<file path="config.mk">
export PLATFORM = sky130hd
export DESIGN_NAME = if_fetch
export DESIGN_NICKNAME = d
export VERILOG_FILES = /design/src/rtl/if_fetch_pkg.sv /design/src/rtl/if_fetch_icache.sv /design/src/rtl/if_fetch.sv
export SDC_FILE = /design/constraint.sdc
export NUM_CORES = 1
export LEC_CHECK = 0
export BUFFER_PORTS_ARGS = -buffer_cell sky130_fd_sc_hd__buf_2
export CAP_MARGIN = 20
export CORE_UTILIZATION = 39
export CTS_CLUSTER_DIAMETER = 60
export DETAILED_ROUTE_END_ITERATION = 12
export HOLD_SLACK_MARGIN = 0.1
export PLACE_DENSITY_LB_ADDON = 0.05
export REMOVE_ABC_BUFFERS = 1
export SLEW_MARGIN = 20
export SYNTH_ARGS = -nofsm -noshare
export SYNTH_HDL_FRONTEND = slang
export SYNTH_SLANG_ARGS = --single-unit
</file>
<file path="constraint.sdc">
create_clock -name clk_in -period 3.2 [get_ports clk_in]
set_input_delay 0.16 -clock clk_in [delete_from_list [all_inputs] [get_ports clk_in]]
set_output_delay 0.16 -clock clk_in [all_outputs]
set_load 0.01 [all_outputs]
</file>
<file path="src/rtl/if_fetch_pkg.sv">
// Shared constants, control polarities and fetch state encoding for the IF stage.
// The optional instruction cache is selected with the ICACHE_EN macro.
package if_fetch_pkg;

    typedef enum logic [1:0] {
        ST_FETCH   = 2'd0,
        ST_PRESENT = 2'd1,
        ST_FLUSH   = 2'd2
    } fetch_state_e;

    localparam logic [31:0] DEF_RESET_PC     = 32'h0000_0000;
    localparam logic [31:0] DEF_NOP_PC       = 32'h0000_0000;
    localparam logic [31:0] DEF_NOP_INS      = 32'h0000_0013;
    localparam int          DEF_ICACHE_LINES = 64;

    localparam logic RST_ACTIVE   = 1'b0;
    localparam logic STALL_ACTIVE = 1'b1;
    localparam logic CLEAR_ACTIVE = 1'b1;

    function automatic logic [31:0] word_align(input logic [31:0] addr);
        return {addr[31:2], 2'b00};
    endfunction

endpackage

</file>
<file path="src/rtl/if_fetch_icache.sv">
// Direct-mapped instruction cache for the IF stage: combinational lookup, fill on the
// 4th byte of a missed word. Compiled only when ICACHE_EN is defined.
`ifdef ICACHE_EN
module if_icache #(
    parameter int LINES = 64
) (
    input  logic        clk_in,
    input  logic        rst_in,
    input  logic [31:2] lookup_pc,
    output logic        hit,
    output logic [31:0] hit_ins,
    input  logic        fill_en,
    input  logic [31:2] fill_pc,
    input  logic [31:0] fill_ins
);
    localparam int IDX_W = $clog2(LINES);
    localparam int TAG_W = 30 - IDX_W;

    logic [LINES-1:0] valid_q;
    logic [TAG_W-1:0] tag_q  [LINES];
    logic [31:0]      data_q [LINES];

    logic [IDX_W-1:0] lookup_idx, fill_idx;
    logic [TAG_W-1:0] lookup_tag, fill_tag;

    assign lookup_idx = lookup_pc[IDX_W+1:2];
    assign lookup_tag = lookup_pc[31:IDX_W+2];
    assign fill_idx   = fill_pc[IDX_W+1:2];
    assign fill_tag   = fill_pc[31:IDX_W+2];

    assign hit     = valid_q[lookup_idx] && (tag_q[lookup_idx] == lookup_tag);
    assign hit_ins = data_q[lookup_idx];

    always_ff @(posedge clk_in or negedge rst_in) begin
        if (!rst_in) begin
            valid_q <= '0;
        end else if (fill_en) begin
            valid_q[fill_idx] <= 1'b1;
        end
    end

    // Tag and data storage needs no reset: a line is only trusted once its valid bit is set.
    always_ff @(posedge clk_in) begin
        if (fill_en) begin
            tag_q[fill_idx]  <= fill_tag;
            data_q[fill_idx] <= fill_ins;
        end
    end

endmodule
`endif

</file>
<file path="src/rtl/if_fetch.sv">
// Instruction-fetch stage: owns the PC, assembles 32-bit words from a byte-wide memory port
// and drives the IF side of IF/ID. Define ICACHE_EN to add a direct-mapped instruction cache.
module if_fetch
    import if_fetch_pkg::*;
#(
    parameter logic [31:0] RESET_PC     = DEF_RESET_PC,
    parameter logic [31:0] NOP_PC       = DEF_NOP_PC,
    parameter logic [31:0] NOP_INS      = DEF_NOP_INS,
    parameter int          ICACHE_LINES = DEF_ICACHE_LINES
) (
    input  logic        clk_in,
    input  logic        rst_in,
    input  logic        rdy_in,
    input  logic        stall,
    input  logic        clear,
    input  logic        jump_en,
    input  logic [31:0] jump_target,
    output logic        mem_req,
    output logic [31:0] mem_addr,
    input  logic        mem_valid,
    input  logic [7:0]  mem_data,
    output logic [31:0] if_pc,
    output logic [31:0] if_ins
);
    fetch_state_e state_q, state_d;
    logic [31:0]  pc_q, pc_d;
    logic [1:0]   byte_cnt_q, byte_cnt_d;
    logic [23:0]  buf_q, buf_d;
    logic [31:0]  if_pc_q, if_pc_d;
    logic [31:0]  if_ins_q, if_ins_d;

    logic        stall_on, redirect, fetching, cache_hit;
    logic [31:0] cache_ins, full_word;

    assign stall_on  = (stall == STALL_ACTIVE);
    assign redirect  = jump_en || (clear == CLEAR_ACTIVE);
    assign fetching  = (state_q == ST_FETCH);
    assign full_word = {mem_data, buf_q};

`ifdef ICACHE_EN
    logic lookup_hit, fill_en;

    if_icache #(.LINES(ICACHE_LINES)) u_icache (
        .clk_in    (clk_in),
        .rst_in    (rst_in),
        .lookup_pc (pc_q[31:2]),
        .hit       (lookup_hit),
        .hit_ins   (cache_ins),
        .fill_en   (fill_en),
        .fill_pc   (pc_q[31:2]),
        .fill_ins  (full_word)
    );

    assign cache_hit = fetching && (byte_cnt_q == 2'd0) && lookup_hit;
    assign fill_en   = rdy_in && fetching && !redirect && !cache_hit
                       && mem_valid && (byte_cnt_q == 2'd3);
`else
    assign cache_hit = 1'b0;
    assign cache_ins = NOP_INS;
`endif

    // Request is held off during reset and whenever the cache can supply the word.
    assign mem_req  = (rst_in != RST_ACTIVE) && fetching && !cache_hit;
    assign mem_addr = pc_q + {30'd0, byte_cnt_q};
    assign if_pc    = if_pc_q;
    assign if_ins   = if_ins_q;

    always_comb begin
        state_d    = state_q;
        pc_d       = pc_q;
        byte_cnt_d = byte_cnt_q;
        buf_d      = buf_q;
        if_pc_d    = if_pc_q;
        if_ins_d   = if_ins_q;

        if (redirect) begin
            // A byte still in flight may come back next cycle, so a live request goes via FLUSH.
            if (jump_en) begin
                pc_d = word_align(jump_target);
            end
            byte_cnt_d = 2'd0;
            if_pc_d    = NOP_PC;
            if_ins_d   = NOP_INS;
            state_d    = mem_req ? ST_FLUSH : ST_FETCH;
        end else begin
            case (state_q)
                ST_FETCH: begin
                    if (cache_hit) begin
                        if_pc_d  = pc_q;
                        if_ins_d = cache_ins;
                        state_d  = ST_PRESENT;
                    end else if (mem_valid) begin
                        byte_cnt_d = byte_cnt_q + 2'd1;
                        case (byte_cnt_q)
                            2'd0: buf_d[7:0]   = mem_data;
                            2'd1: buf_d[15:8]  = mem_data;
                            2'd2: buf_d[23:16] = mem_data;
                            default: begin
                                if_pc_d  = pc_q;
                                if_ins_d = full_word;
                                state_d  = ST_PRESENT;
                            end
                        endcase
                    end
                end
                ST_PRESENT: begin
                    if (!stall_on) begin
                        pc_d     = pc_q + 32'd4;
                        if_pc_d  = NOP_PC;
                        if_ins_d = NOP_INS;
                        state_d  = ST_FETCH;
                    end
                end
                ST_FLUSH: begin
                    byte_cnt_d = 2'd0;
                    state_d    = ST_FETCH;
                end
                default: begin
                    byte_cnt_d = 2'd0;
                    if_pc_d    = NOP_PC;
                    if_ins_d   = NOP_INS;
                    state_d    = ST_FETCH;
                end
            endcase
        end
    end

    always_ff @(posedge clk_in or negedge rst_in) begin
        if (!rst_in) begin
            state_q    <= ST_FETCH;
            pc_q       <= RESET_PC;
            byte_cnt_q <= 2'd0;
            buf_q      <= 24'd0;
            if_pc_q    <= NOP_PC;
            if_ins_q   <= NOP_INS;
        end else if (rdy_in) begin
            state_q    <= state_d;
            pc_q       <= pc_d;
            byte_cnt_q <= byte_cnt_d;
            buf_q      <= buf_d;
            if_pc_q    <= if_pc_d;
            if_ins_q   <= if_ins_d;
        end
    end

endmodule

</file>
# Word level (Yosys, flattened, before mapping)
# Cells that the tools add are included.
dict set report classes {
  n_bitwise 1
  muxes 23
  addsub 3
  n_mul 0
  n_shift 0
  n_reduce_logical 13
  div_mod_pow 0
  magnitude_cmp 0
  eq_ne 11
}
# cell n
set op_table {}
lappend op_table {{2-to-1 mux 32 bit} 12}
lappend op_table {{one-hot mux 32 bit (3 select lines)} 2}
lappend op_table {{adder 32 x 2 -> 32 bit} 1}
lappend op_table {{adder 32 x 3 -> 32 bit, second input constant} 1}
lappend op_table {{AND reduction 5 bit} 4}
lappend op_table {{2-to-1 mux 2 bit} 7}
lappend op_table {{!= test 3 bit, second input constant} 3}
lappend op_table {{one-hot mux 2 bit (2 select lines)} 2}
lappend op_table {{AND reduction 4 bit} 2}
lappend op_table {{!= test 2 bit, second input constant} 3}
lappend op_table {{== test 2 x 1 -> 1 bit, second input constant} 2}
lappend op_table {{== test 2 bit, second input constant} 2}
lappend op_table {{zero test 2 bit} 2}
lappend op_table {{AND reduction 3 bit} 1}
lappend op_table {{OR reduction 3 bit} 1}
lappend op_table {{adder 2 x 1 -> 2 bit, second input constant} 1}
lappend op_table {{!= test 2 x 1 -> 1 bit, second input constant} 1}
lappend op_table {{nonzero test 2 bit} 1}
lappend op_table {{logical AND 1 bit} 1}
lappend op_table {{logical OR 1 bit} 1}
lappend op_table {{NOT 1 bit} 1}
dict set report word_totals {
  ram_bits 0
  register_bits 124
  romBits 0
  in_bits 47
  memories 0
  latchBits 0
}

# Logic depth before layout (Yosys ltp)
# Gate-level depths: netlist of run 1.
dict set report logic_depth {
  word_depth 6
  depth_mapped 8
}

# Worst setup path before layout of run 1
# OpenSTA, ideal clock, no wires.
dict set report synth_timing {
  kind {reg2reg}
  from {register pc_q[14]}
  to {register pc_q[28]}
  required_time_ns 3.069
  path_stages_with_launch 8
  path_buffers 2
  arrival_ns 1.788
  period_less_slack_ns 1.919
  path_slack_ns 1.281
  setup_time_ns 0.131
  cell_sequence {dfrtp_1 -> buf_4 -> nand2_2 -> or2_1 -> buf_6 -> or3_4 -> o211a_1 -> or3_1}
}
dict set report synth_between {
  elab_chain_cells 4
}
# item line
set synth_rtl {}
lappend synth_rtl {{start: declaration} if_fetch.sv:26} ;# logic [31:0] pc_q, pc_d;
lappend synth_rtl {{start signal: assignment} if_fetch.sv:138} ;# pc_q <= pc_d;
lappend synth_rtl {{adder 32 x 3 -> 32 bit} if_fetch.sv:108} ;# pc_d = pc_q + 32'd4;
lappend synth_rtl {{2-to-1 mux 32 bit} if_fetch.sv:107} ;# if (!stall_on) begin
lappend synth_rtl {{2-to-1 mux 32 bit} if_fetch.sv:86} ;# case (state_q)
lappend synth_rtl {{2-to-1 mux 32 bit} if_fetch.sv:76} ;# if (redirect) begin
# Every way passes these cells. The select of a mux whose other input is x is not followed.
# A chain may end at the register's enable or synchronous reset.

# Worst setup path after layout of run 1
dict set report layout_timing {
  from {register state_q[1]}
  to {register pc_q[2]}
}
dict set report layout_between {
  elab_chain_cells 3
}
# item line
set layout_rtl {}
lappend layout_rtl {{start: declaration} if_fetch.sv:25} ;# fetch_state_e state_q, state_d;
lappend layout_rtl {{start signal: assignment} if_fetch.sv:137} ;# state_q <= state_d;
lappend layout_rtl {{== test 2 x 1 -> 1 bit} if_fetch.sv:86}
lappend layout_rtl {{nonzero test 2 bit (no source line)} --}
lappend layout_rtl {{AND reduction 4 bit (no source line)} --}
# Every way passes these cells.

==> key figures, run 1 <==
Final layout
  • Share of layout cells above drive strength 1: 0.326
  • Area delta synth->final: 31.9%
  • Nets: 699
  • Register area: between 3000 and 4000 sq um
  • Fillers: 1224
  • Footprint of the multi-input gates: about 2100 sq um
  • Ant. Diodes: 0

Detailed routing
  • Initial DRC Count: about 320
  • # DRC: 0
  • Total wire length: 14700 um
  • Antenna Nets Post-Route: 0
  • Wire per inst: between 15 and 20 um
  • Vias per cell: ~5.5
  • First-pass iteration count of the detailed router: 4
  • Via count: 4567

Critical path
  • CP arrival: roughly 2.5 ns
  • Reg2reg setup slack: ~1.0 ns
  • RR Startpoint: state_q[1]$_DFFE_PN0P_
  • Worst setup path class: register to register
  • Crit Path Max Fanout: 22
  • Critical path endpoint category: register
  • CP Launch Type: register
  • CP required: 3.55 ns
  • Crit-path cells: nor4b_1, o21a_1, buf_4, o21ai_0, mux2i_1
  • Critical Path End: pc_q[2]$_DFFE_PN0P_
  • Max stage delay on crit path: around 0.74 ns
  • Worst Setup SP: state_q[1]$_DFFE_PN0P_
  • CP max stage cell: o21a_1
  • Reg-to-Reg End: pc_q[2]$_DFFE_PN0P_
  • Cell count of the worst reg-to-reg path: 5

Floorplanning
  • Die span in y: roughly 120 um
  • Die ar.: ~15000 sq um
  • IO Pins: 144
  • Die W: roughly 120 um
  • CORE AREA: around 13000 sq um
  • Initial core utilization: 0.407
  • # rows: 42

Power
  • Power Dens Cells: 614 nW/um^2
  • Net Sw Power: approximately 1100 uW
  • Worst vdd ir: about 0.31 mV
  • Internal power: roughly 3300 uW
  • Switching share of power: 0.248
  • Leak: ~0.0036 uW
  • Seq pwr share: 0.402
  • Combinational power share: 0.108
  • Clock power frac: 0.490

Placement
  • IO Port Bufs: around 140
  • GPL Wtd Cong: between 0.8 and 0.9
  • Hpwl dp: around 9600 um

Synth
  • Top-count cell post-synth: dfrtp_1
  • Cell Area, Synth: around 5500 sq um
  • Synth top area cells: dfrtp_1 (54%), a22o_1 (9.6%), mux2_2 (5.1%)
  • Seq/Total Area, Yosys: 0.554
  • Cells after synthesis: about 510
  • Async SR Flop Fraction: 1.00
  • Synth top cells by count: dfrtp_1 (118), a22o_1 (60), clkbuf_1 (56)
  • Yosys top cell area share: 0.540
  • Yosys top cell by area: dfrtp_1
  • Post-synth EDFFs: 0
  • Synth cell types: just under 50
  • FF+latch count, synth: about 120
  • Avg Cell Area, Syn: 10.7 sq um
  • Dominant synthesized flop cell: dfrtp_1
  • Total number of yosys warnings: 0

Clocking
  • Total CTS buffers: 17
  • Post-cts resize count: 0
  • Root buffer cell: clkbuf_16
  • Num Clock Sinks: about 120
  • Clock buffer depth: 2
  • Clock Latency Late Sink: around 0.42 ns
  • TritonCTS clock tree: done
  • Htree depth: 4
  • Clk pin slew, worst setup/hold paths: approximately 0.060 ns

STA
  • Fmax: roughly 460 MHz
  • Worst slew pin tran: roughly 0.86 ns
  • TNS Setup: 0 ns
  • Fin Clk Skew: about 0.0067 ns
  • Worst hold-check slack: 0.118 ns
  • Fin crit share: 0.686
  • Tmin final: ~2.2 ns
  • Unrepaired setup endpoints after global routing: no
  • # setup viols final: 0
  • Fin. Hold Viols: 0
  • Relative slew margins: 0.426
  • Slew Limit Fails: 0

Global routing
  • First-pass GRT wire length: roughly 24000 um
  • Antenna violations before repair: 0
  • GRT overflow: 0
  • Vias in the first global route: about 4.4k
  • Largest net degree at the start of global routing: 61
  • GRT Total Usage: 0.214

Job
  • Max-Cap Viols: 0

Status
  • Status: complete, no violations

Min path
  • Worst hold path class: input pin to register
[power groups by stage]
| stage | Combinational (uW) | Clock (uW) | Sequential, uW |
|---|---|---|---|
| after floorplan | 218 | 0 | 1800 |
| after detailed placement | 447 | 0 | 1810 |
| final | 477 | 2170 | 1780 |
| after CTS | 482 | 2210 | 1780 |
| after global routing | 530 | 2280 | 1800 |
| after global placement | 438 | 0 | 1800 |
[worst max-delay path, delay by kind of cell (launching register included)]
| family | cells | cell delay [ns] |
|---|---|---|
| multiplexers | 1 | 0.14 |
| AND/OR/NAND/NOR | 1 | 0.42 |
| AO/OA/AOI/OAI | 2 | 0.83 |
| flip-flops | 1 | 0.43 |
| buffers and inverters | 1 | 0.30 |
[cell type report]
class / instances / share of cell area
flip-flops and latches: 121 / 0.420
clock inverters: 13 / 0.0310
inverters: 11 / 0.00572
repair buffers: 184 / 0.157
well taps: 176 / 0.0305
multi-input cells: 312 / 0.295
clock buffers: 19 / 0.0614
[through the flow]
step	area [sq um]	std cells	setup WS (ns)	utilization	total power, uW
3_5_place_dp	6200	769	1.04	0.461	2250
2_1_floorplan	5190	444	0.229	-	2020
4_1_cts	7220	836	1.02	0.537	4470
5_1_grt	7220	836	0.860	0.537	4610
6_report	7220	836	1.00	0.537	4430
3_3_place_gp	6200	769	1.05	0.461	2240
[logic make-up (layout without fill, tap and decap cells)]
| kind of cell | Yosys count | after routing | share of synthesized area |
|---|---|---|---|
| flip-flops | 121 | 121 | 0.554 |
| AO/OA/AOI/OAI | 153 | 153 | 0.204 |
| adder cells (fa/ha/maj) | 5 | 5 | 0.0114 |
| multiplexers | 26 | 26 | 0.0533 |
| buffers and inverters | 78 | 227 | 0.0581 |
| AND/OR/NAND/NOR | 128 | 128 | 0.119 |
[worst min-delay path by stage]
| stage | from | end | slack (ns) | depth (start not counted) |
|---|---|---|---|---|
| global route | jump_target[13] | pc_q[13]$_DFFE_PN0P_ | 0.14 | 4 |
| floorplan | rst_in | buf_q[0]$_DFFE_PN0P_ | -0.14 | 0 |
| finish | rdy_in | state_q[1]$_DFFE_PN0P_ | 0.12 | 2 |
| CTS | rdy_in | state_q[1]$_DFFE_PN0P_ | 0.11 | 2 |
| global placement | rst_in | if_pc[3]$_DFFE_PN0P_ | 0.14 | 1 |
| detailed placement | rst_in | if_pc[3]$_DFFE_PN0P_ | 0.14 | 1 |
[state kept, by name, indices dropped and copies added, names as in the netlist]
register,count
byte_cnt_q,2
if_pc,31
pc_q,30
buf_q,24
state_q,2
if_ins,32
[routing by layer]
metal  share of wire  GRT usage
met1            0.50      0.313
met2            0.43      0.304
met3           0.056     0.0505
met4           0.012     0.0856
met5               0          0
[what timing repair did]
item	CTS	global route
hold buffers	35	0
hold endpoints to repair	89	0
setup buffers	0	0
[placed cells by master, fill, tap and decap left out, drive strengths merged, types with 4 or more instances in the layout]
cell / Yosys / routed
a21oi: 28 / 28
a22o: 60 / 60
a2bb2oi: 4 / 4
a31oi: 5 / 5
and2: 8 / 8
and3: 6 / 6
and4: 5 / 5
buf: 11 / 149
bufinv: 0 / 6
clkbuf: 56 / 19
clkinv: 0 / 5
dfrtp: 118 / 118
dlygate4sd3: 0 / 35
ha: 5 / 5
inv: 11 / 11
mux2: 25 / 25
nand2: 35 / 35
nand3: 16 / 16
nand4: 8 / 8
nor2: 23 / 23
nor3: 11 / 11
o21ai: 19 / 19
o22ai: 12 / 12
or3: 8 / 8
Power figures use the tool's default switching activity.
==> inputs of run 2 (changes only) <==
--- a/config.mk
+++ b/config.mk
@@ -5,6 +5,7 @@
 export SDC_FILE = /design/constraint.sdc
 export NUM_CORES = 1
 export LEC_CHECK = 0
+export ABC_AREA = 1
 export BUFFER_PORTS_ARGS = -buffer_cell sky130_fd_sc_hd__buf_2
 export CAP_MARGIN = 20
 export CORE_UTILIZATION = 39
==> constraint.sdc (replaced) <==
create_clock -name clk_in -period 1.9 [get_ports clk_in]
set_input_delay 0.095 -clock clk_in [delete_from_list [all_inputs] [get_ports clk_in]]
set_output_delay 0.095 -clock clk_in [all_outputs]
set_load 0.01 [all_outputs]
==> run 2 against run 1 <==
Against the previous run: register-to-register slack worse by 0.77 ns; via count up 16%; wire length up 5.4%; setup slack worse by 0.77 ns; count of clock-buffer cells in the layout up 5; utilization down 1.2 points; sequential power up 82%; critical path depth up 5; die area up 7.1%; fmax up 32%; clock power up 44%; critical path type unchanged.
==> key figures, run 2 <==
Clocking
  • Clk pin slew, worst setup/hold paths: 0.06 ns (about the same)
  • Root buffer cell: clkbuf_16 (unchanged)
  • Total CTS buffers: 17 (unchanged)
  • Htree depth: 4 (unchanged)
  • Clock Latency Late Sink: 0.42 ns (about the same)
  • Clock buffer depth: 2 (unchanged)
  • Num Clock Sinks: 121 (unchanged)
  • TritonCTS clock tree: done (unchanged)

Floorplanning
  • Die W: 125 um (was 120 um)
  • Initial core utilization: 0.402 (was 0.407)
  • CORE AREA: 14600 sq um (was 13500 sq um)
  • # rows: 44 (was 42)
  • Die span in y: 125 um (was 120 um)
  • Die ar.: 15500 sq um (was 14500 sq um)
  • IO Pins: 144 (unchanged)

Final layout
  • Share of layout cells above drive strength 1: 0.219 (was 0.326)
  • Nets: 978 (was 699)
  • Final core occ: 0.525 (was 0.537)
  • Final cell count without fillers: 1123 (was 836)
  • Area delta synth->final: 30.5% (was 31.9%)
  • Commonest non-fill, non-tap cells in the layout: nand2_1 (291), buf_2 (140), dfrtp_1 (118) (was buf_2 (140), dfrtp_1 (118), a22o_1 (60))
  • Design area: 7660 sq um (was 7220 sq um)
  • Ant. Diodes: 0 (unchanged)
  • Max reg flops: 32 (unchanged)
  • Commonest non-fill, non-tap cell in the layout: nand2_1 (was buf_2)

STA
  • Fin. Hold Viols: 0 (unchanged)
  • Worst slew pin tran: 0.681 ns (was 0.862 ns)
  • TNS Setup: 0 ns (unchanged)
  • Relative slew margins: 0.546 (was 0.426)
  • Tmin final: 1.67 ns (was 2.20 ns)
  • Fmax: 600 MHz (was 455 MHz)
  • Slew Limit Fails: 0 (unchanged)
  • # setup viols final: 0 (unchanged)
  • Fin crit share: 0.877 (was 0.686)
  • Fin Clk Skew: 0.00866 ns (was 0.00673 ns)
  • Worst hold-check slack: 0.120 ns (was 0.118 ns)
  • Unrepaired setup endpoints after global routing: no (unchanged)

Synth
  • Post-synth EDFFs: 0 (unchanged)
  • Cell Area, Synth: 5870 sq um (was 5470 sq um)
  • Synth top area cells: dfrtp_1 (50%), nand2_1 (19%), nor2_1 (5.9%) (was dfrtp_1 (54%), a22o_1 (9.6%), mux2_2 (5.1%))
  • Seq/Total Area, Yosys: 0.517 (was 0.554)
  • FF+latch count, synth: 121 (unchanged)
  • Yosys top cell area share: 0.503 (was 0.540)
  • Cells after synthesis: 774 (was 511)
  • Top-count cell post-synth: nand2_1 (was dfrtp_1)
  • Synth cell types: 34 (was 49)
  • Total number of yosys warnings: 0 (unchanged)
  • Synth top cells by count: nand2_1 (291), dfrtp_1 (118), nor2_1 (92) (was dfrtp_1 (118), a22o_1 (60), clkbuf_1 (56))
  • Dominant synthesized flop cell: dfrtp_1 (unchanged)
  • Avg Cell Area, Syn: 7.58 sq um (was 10.7 sq um)
  • Yosys top cell by area: dfrtp_1 (unchanged)
  • Async SR Flop Fraction: 1.00 (unchanged)

Placement
  • GPL Wtd Cong: 0.840 (was 0.817)
  • Cell Area, Placed: 6690 sq um (was 6200 sq um)
  • Placed cells: 1051 (was 769)
  • IO Port Bufs: 141 (unchanged)
  • Hpwl dp: 10500 um (was 9580 um)

Critical path
  • Worst setup path class: register to register (unchanged)
  • CP required: 2.21 ns (was 3.55 ns)
  • CP arrival: 1.97 ns (was 2.54 ns)
  • Crit Path Max Fanout: 7 (was 22)
  • CP Launch Type: register (unchanged)
  • Critical path endpoint category: register (unchanged)

Min path
  • Worst hold path class: input pin to register (unchanged)

Global routing
  • Vias in the first global route: 5046 (was 4371)
  • First-pass GRT wire length: 25800 um (was 23700 um)
  • Largest net degree at the start of global routing: 122 (was 61)
  • Antenna violations before repair: 0 (unchanged)
  • GRT Total Usage: 0.210 (was 0.214)
  • GRT overflow: 0 (unchanged)

Power
  • Leak: 0.00399 uW (was 0.00356 uW)
  • Worst vdd ir: 0.616 mV (was 0.314 mV)
  • Power Dens Cells: 1020 nW/um^2 (was 614 nW/um^2)

Detailed routing
  • First-pass iteration count of the detailed router: 4 (unchanged)
  • Via count: 5319 (was 4567)
  • Total wire length: 15500 um (was 14700 um)
  • Initial DRC Count: 308 (was 324)
  • Vias per cell: 4.74 (was 5.46)
  • Wire per inst: 13.8 um (was 17.6 um)
  • # DRC: 0 (unchanged)
  • Antenna Nets Post-Route: 0 (unchanged)

Job
  • Max-Cap Viols: 0 (unchanged)

Status
  • Status: complete, no violations (unchanged)
-- run 2: cell count changes after synthesis, moves of 7 or more --
cell / delta
nor2_1: +69
nand3_1: +18
buf_2: +10
inv_1: +37
nor3_1: -9
mux2_2: -25
nand2_1: +257
o21ai_1: +50
a21oi_1: -21
and2_1: -7
a22o_1: -60
clkbuf_1: -23
or3_1: -7
-- run 2: kinds of logic (layout without fill, tap and decap cells) --
group,Yosys count,in the layout,share of synthesized area
AO/OA/AOI/OAI,94,94,0.0838
XOR/XNOR,2,2,0.00299
adder cells (fa/ha/maj),5,5,0.0107
buffers and inverters,111,276,0.0793
flip-flops,121,121,0.517
AND/OR/NAND/NOR,441,441,0.307
-- run 2: report_power, final --
part / switching (uW) / internal (uW)
sequential: 306 / 2930
clock: 1130 / 1990
combinational: 865 / 576
-- run 2: repair_timing --
action,4_1_cts,5_1_grt
hold buffers,40,0
setup buffers,0,0
endpoints found under the hold margin,182,0
setup endpoints to repair,0,1
gates resized for setup,0,1
-- run 2: metal layers --
metal	part of all wire	vias up	wire, um	global-route usage
met3	0.041	21	636	0.0404
li1	-	2719	-	-
met2	0.47	126	7250	0.331
met1	0.48	2453	7390	0.288
met4	0.017	0	258	0.0730
met5	0	-	0	0
-- run 2: worst paths after layout --
path                                           to  slack [ns]  depth (start not counted)                   from
min in group asynchronous   if_ins[5]$_DFFE_PN0P_        0.33                          3                 rst_in
min reg2reg                if_ins[11]$_DFFE_PN0P_        0.46                          2  buf_q[11]$_DFFE_PN0P_
max                          pc_q[20]$_DFFE_PN0P_        0.23                         10    pc_q[3]$_DFFE_PN0P_
max in group asynchronous    pc_q[14]$_DFFE_PN0P_        1.05                          3                 rst_in
min                          pc_q[11]$_DFFE_PN0P_        0.12                          4        jump_target[11]
max reg2reg                  pc_q[20]$_DFFE_PN0P_        0.23                         10    pc_q[3]$_DFFE_PN0P_
-- run 2: area by class of cell --
type / count / area (sq um)
clock buffers: 24 / 472
clock inverters: 8 / 95.1
fillers: 1467 / 6930
inverters: 53 / 199
multi-input cells: 542 / 2380
flip-flops and latches: 121 / 3030
well taps: 184 / 230
repair buffers: 191 / 1250
-- run 2: per-stage QoR --
stage | setup slack [ns] | total power, uW
after floorplan | -0.334 | 4010
after global placement | 0.226 | 4650
after detailed placement | 0.219 | 4680
after CTS | 0.209 | 7900
after global routing | 0.0365 | 8220
final | 0.234 | 7800
-- run 2: worst max-delay path, stage by stage, from the launching register on --
cell	delay (ns)
dfrtp_1	0.40
ha_1	0.17
nand2_1	0.10
nor2_4	0.19
nand2_1	0.15
nor2_2	0.22
nand3_1	0.10
nand2_1	0.08
nand2_1	0.04
nand2_1	0.06
nand2_1	0.04
==> inputs of run 3 (changes only) <==
--- a/config.mk
+++ b/config.mk
@@ -11,10 +11,12 @@
 export CORE_UTILIZATION = 39
 export CTS_CLUSTER_DIAMETER = 60
 export DETAILED_ROUTE_END_ITERATION = 12
+export GPL_TIMING_DRIVEN = 0
 export HOLD_SLACK_MARGIN = 0.1
 export PLACE_DENSITY_LB_ADDON = 0.05
 export REMOVE_ABC_BUFFERS = 1
 export SLEW_MARGIN = 20
 export SYNTH_ARGS = -nofsm -noshare
 export SYNTH_HDL_FRONTEND = slang
+export SYNTH_HIERARCHICAL = 1
 export SYNTH_SLANG_ARGS = --single-unit
==> run 3 against run 2 <==
Against the previous run: register-to-register slack got worse by 0.07 ns; the flow now finishes with violations (hold timing); clock skew rose by 0.00057 ns; cell count rose by 0.27%; critical endpoint is now pc_q[11]$_DFFE_PN0P_; sequential power barely moved.
==> key figures, run 3 <==
STA
  • Fmax: 576 MHz (was 600 MHz)
  • Relative slew margins: 0.561 (was 0.546)
  • Slew Limit Fails: 0 (unchanged)
  • TNS Setup: 0 ns (unchanged)
  • Unrepaired setup endpoints after global routing: no (unchanged)
  • Fin crit share: 0.913 (was 0.877)
  • # setup viols final: 0 (unchanged)
  • Worst hold-check slack: -0.0547 ns (was 0.120 ns)
  • Setup WS post-layout: 0.164 ns (was 0.234 ns)
  • Worst slew pin tran: 0.658 ns (was 0.681 ns)
  • Fin. Hold Viols: 38 (was 0)
  • Tmin final: 1.74 ns (was 1.67 ns)
  • Fin Clk Skew: 0.00923 ns (was 0.00866 ns)

Synth
  • Cell Area, Synth: 5870 sq um (unchanged)
  • FF+latch count, synth: 121 (unchanged)
  • Total number of yosys warnings: 6 (was 0)
  • Avg Cell Area, Syn: 7.58 sq um (unchanged)
  • Compound-Gate Fraction of Synth Area: 0.0838 (unchanged)
  • Post-synth EDFFs: 0 (unchanged)
  • Synth Area in Simple Gates: 0.307 (unchanged)
  • Synth Area in Adders: 0.0107 (unchanged)
  • Synth top cells by count: nand2_1 (291), dfrtp_1 (118), nor2_1 (92) (unchanged)
  • Synth top area cells: dfrtp_1 (50%), nand2_1 (19%), nor2_1 (5.9%) (unchanged)
  • Main combinational cell family by area after synthesis: simple AND/OR/NAND/NOR gates (unchanged)
  • Yosys top cell by area: dfrtp_1 (unchanged)
  • Yosys top cell area share: 0.503 (unchanged)
  • Post-synthesis mux area share: 0 (unchanged)
  • Seq/Total Area, Yosys: 0.517 (unchanged)
  • Dominant synthesized flop cell: dfrtp_1 (unchanged)
  • Cells after synthesis: 774 (unchanged)
  • Synth cell types: 34 (unchanged)
  • Synth Area in XOR/XNOR: 0.00299 (unchanged)
  • Top-count cell post-synth: nand2_1 (unchanged)
  • Async SR Flop Fraction: 1.00 (unchanged)

Critical path
  • Critical path endpoint category: register (unchanged)
  • CP arrival: 2.04 ns (was 1.97 ns)
  • Crit-path cells: inv_1, nand3_1, nand2_1, nand2_4, inv_4, o21ai_0, o21a_1 (was ha_1, nand2_1, nor2_4, nand2_1, nor2_2, nand3_1, nand2_1, nand2_1, nand2_1, nand2_1)
  • CP max stage cell: dfrtp_1 (unchanged)
  • Reg2reg setup slack: 0.16 ns (was 0.23 ns)
  • CP required: 2.20 ns (was 2.21 ns)
  • Worst setup path class: register to register (unchanged)
  • Max stage delay on crit path: 0.39 ns (was 0.40 ns)
  • CP Launch Type: register (unchanged)
  • Crit Path Max Fanout: 35 (was 7)

Floorplanning
  • Die ar.: 15500 sq um (unchanged)
  • Initial core utilization: 0.402 (unchanged)
  • # rows: 44 (unchanged)
  • Die W: 125 um (unchanged)
  • Die span in y: 125 um (unchanged)
  • CORE AREA: 14600 sq um (unchanged)
  • IO Pins: 144 (unchanged)

Placement
  • Hpwl dp: 10400 um (was 10500 um)
  • IO Port Bufs: 141 (unchanged)
  • GPL Wtd Cong: 0.797 (was 0.840)
  • Dpl ws: -1.14 ns (was 0.219 ns)

Final layout
  • Ant. Diodes: 0 (unchanged)
  • Final core occ: 0.537 (was 0.525)
  • Area delta synth->final: 33.6% (was 30.5%)
  • Share of layout cells above drive strength 1: 0.223 (was 0.219)
  • Fillers: 1434 (was 1467)
  • Max reg flops: 32 (unchanged)
  • Commonest non-fill, non-tap cell in the layout: nand2_1 (unchanged)
  • Commonest non-fill, non-tap cells in the layout: nand2_1 (291), buf_2 (140), dfrtp_1 (118) (unchanged)
  • Nets: 981 (was 978)

Clocking
  • Total CTS buffers: 17 (unchanged)
  • Num Clock Sinks: 121 (unchanged)
  • Root buffer cell: clkbuf_16 (unchanged)
  • Clk pin slew, worst setup/hold paths: 0.05 ns (was 0.06 ns)
  • Clock Latency Late Sink: 0.42 ns (about the same)
  • TritonCTS clock tree: done (unchanged)
  • Htree depth: 4 (unchanged)
  • CTS Hold Bufs: 45 (was 40)
  • Clock buffer depth: 2 (unchanged)

Job
  • Max-Cap Viols: 0 (unchanged)

Detailed routing
  • Total wire length: 16500 um (was 15500 um)
  • Wire per inst: 14.7 um (was 13.8 um)
  • First-pass iteration count of the detailed router: 5 (was 4)
  • # DRC: 0 (unchanged)
  • Antenna Nets Post-Route: 0 (unchanged)
  • Initial DRC Count: 359 (was 308)
  • Via count: 5410 (was 5319)
  • Vias per cell: 4.80 (was 4.74)

Global routing
  • GRT overflow: 0 (unchanged)
  • Antenna violations before repair: 0 (unchanged)
  • First-pass GRT wire length: 26800 um (was 25800 um)
  • Vias in the first global route: 5254 (was 5046)
  • GRT Total Usage: 0.219 (was 0.210)
  • Met1 Resource Use GR: 0.276 (was 0.288)
  • Top Usage Layer GRT: met2 (unchanged)
  • Largest net degree at the start of global routing: 71 (was 122)
  • M2 GR Usage: 0.375 (was 0.331)
  • Met3 usage: 0.0425 (was 0.0404)

Power
  • Worst vdd ir: 0.588 mV (was 0.616 mV)
  • Power Dens Cells: 1030 nW/um^2 (was 1020 nW/um^2)
  • Leak: 0.00407 uW (was 0.00399 uW)
  • Power Total: 8060 uW (was 7800 uW)

Status
  • Failing checks: hold timing
  • Status: finished with violations (was complete, no violations)

Min path
  • Worst hold path class: input pin to asynchronous set/reset pin (was input pin to register)
[run 3: cell counts after synthesis]
No cell type changed its count.
[run 3: what timing repair did]
action                                  4_1_cts  5_1_grt
cloned                                        2        1
endpoints found under the setup margin       63       46
pin swaps                                     2        0
gates resized for setup                       3        3
hold endpoints to repair                    117       69
buffers inserted                              1        1
[run 3: critical path: cells and delay by family (launching register included)]
family          cells  cell delay (ns)
simple gates        3             0.51
compound gates      2             0.30
buf+inv             2             0.42
flops               1             0.39
[run 3: layout make-up]
cell class,instances,area [sq um],share of cell area
clock buffers,25,495,0.0632
clock inverters,7,115,0.0147
inverters,53,206,0.0263
multi-input cells,544,2400,0.307
flip-flops and latches,121,3030,0.387
well taps,184,230,0.0294
repair buffers,192,1360,0.173
[run 3: logic make-up (layout without fill, tap and decap cells)]
kind of cell | Yosys count | count (layout)
simple gates | 441 | 443
flops | 121 | 121
buf+inv | 111 | 277
compound gates | 94 | 94
fa+ha+maj | 5 | 5
xor+xnor | 2 | 2
[run 3: stage by stage]
step	hold WS, ns	instances	area (sq um)
floorplan	-0.201	716	5600
global placement	0.365	1041	6540
detailed placement	0.0787	1044	6620
CTS	-0.0194	1124	7800
global route	0.000314	1126	7840
finish	-0.0547	1126	7840
[run 3: power breakdown]
part,switching [uW],total (uW),internal [uW]
Sequential,311,3240,2930
Combinational,897,1500,600
Clock,1120,3320,2200
Total,2330,8060,5730
[run 3: final timing paths]
path                                        start                         to  depth (start not counted)
setup / recovery           state_q[1]$_DFFE_PN0P_       pc_q[11]$_DFFE_PN0P_                          7
hold / removal                             rst_in  byte_cnt_q[0]$_DFFE_PN0P_                          5
setup reg to reg           state_q[1]$_DFFE_PN0P_       pc_q[11]$_DFFE_PN0P_                          7
hold reg to reg             buf_q[10]$_DFFE_PN0P_     if_ins[10]$_DFFE_PN0P_                          2
max in group asynchronous                  rst_in      if_pc[24]$_DFFE_PN0P_                          7
min in group clk_in                        rdy_in  byte_cnt_q[0]$_DFFE_PN0P_                          4
[run 3: per-layer routing]
metal  vias to the layer above  wire length (um)
li1                       2712                 -
met1                      2538              7340
met2                       138              8250
met3                        22               699
met4                         0               259
met5                         -                 0
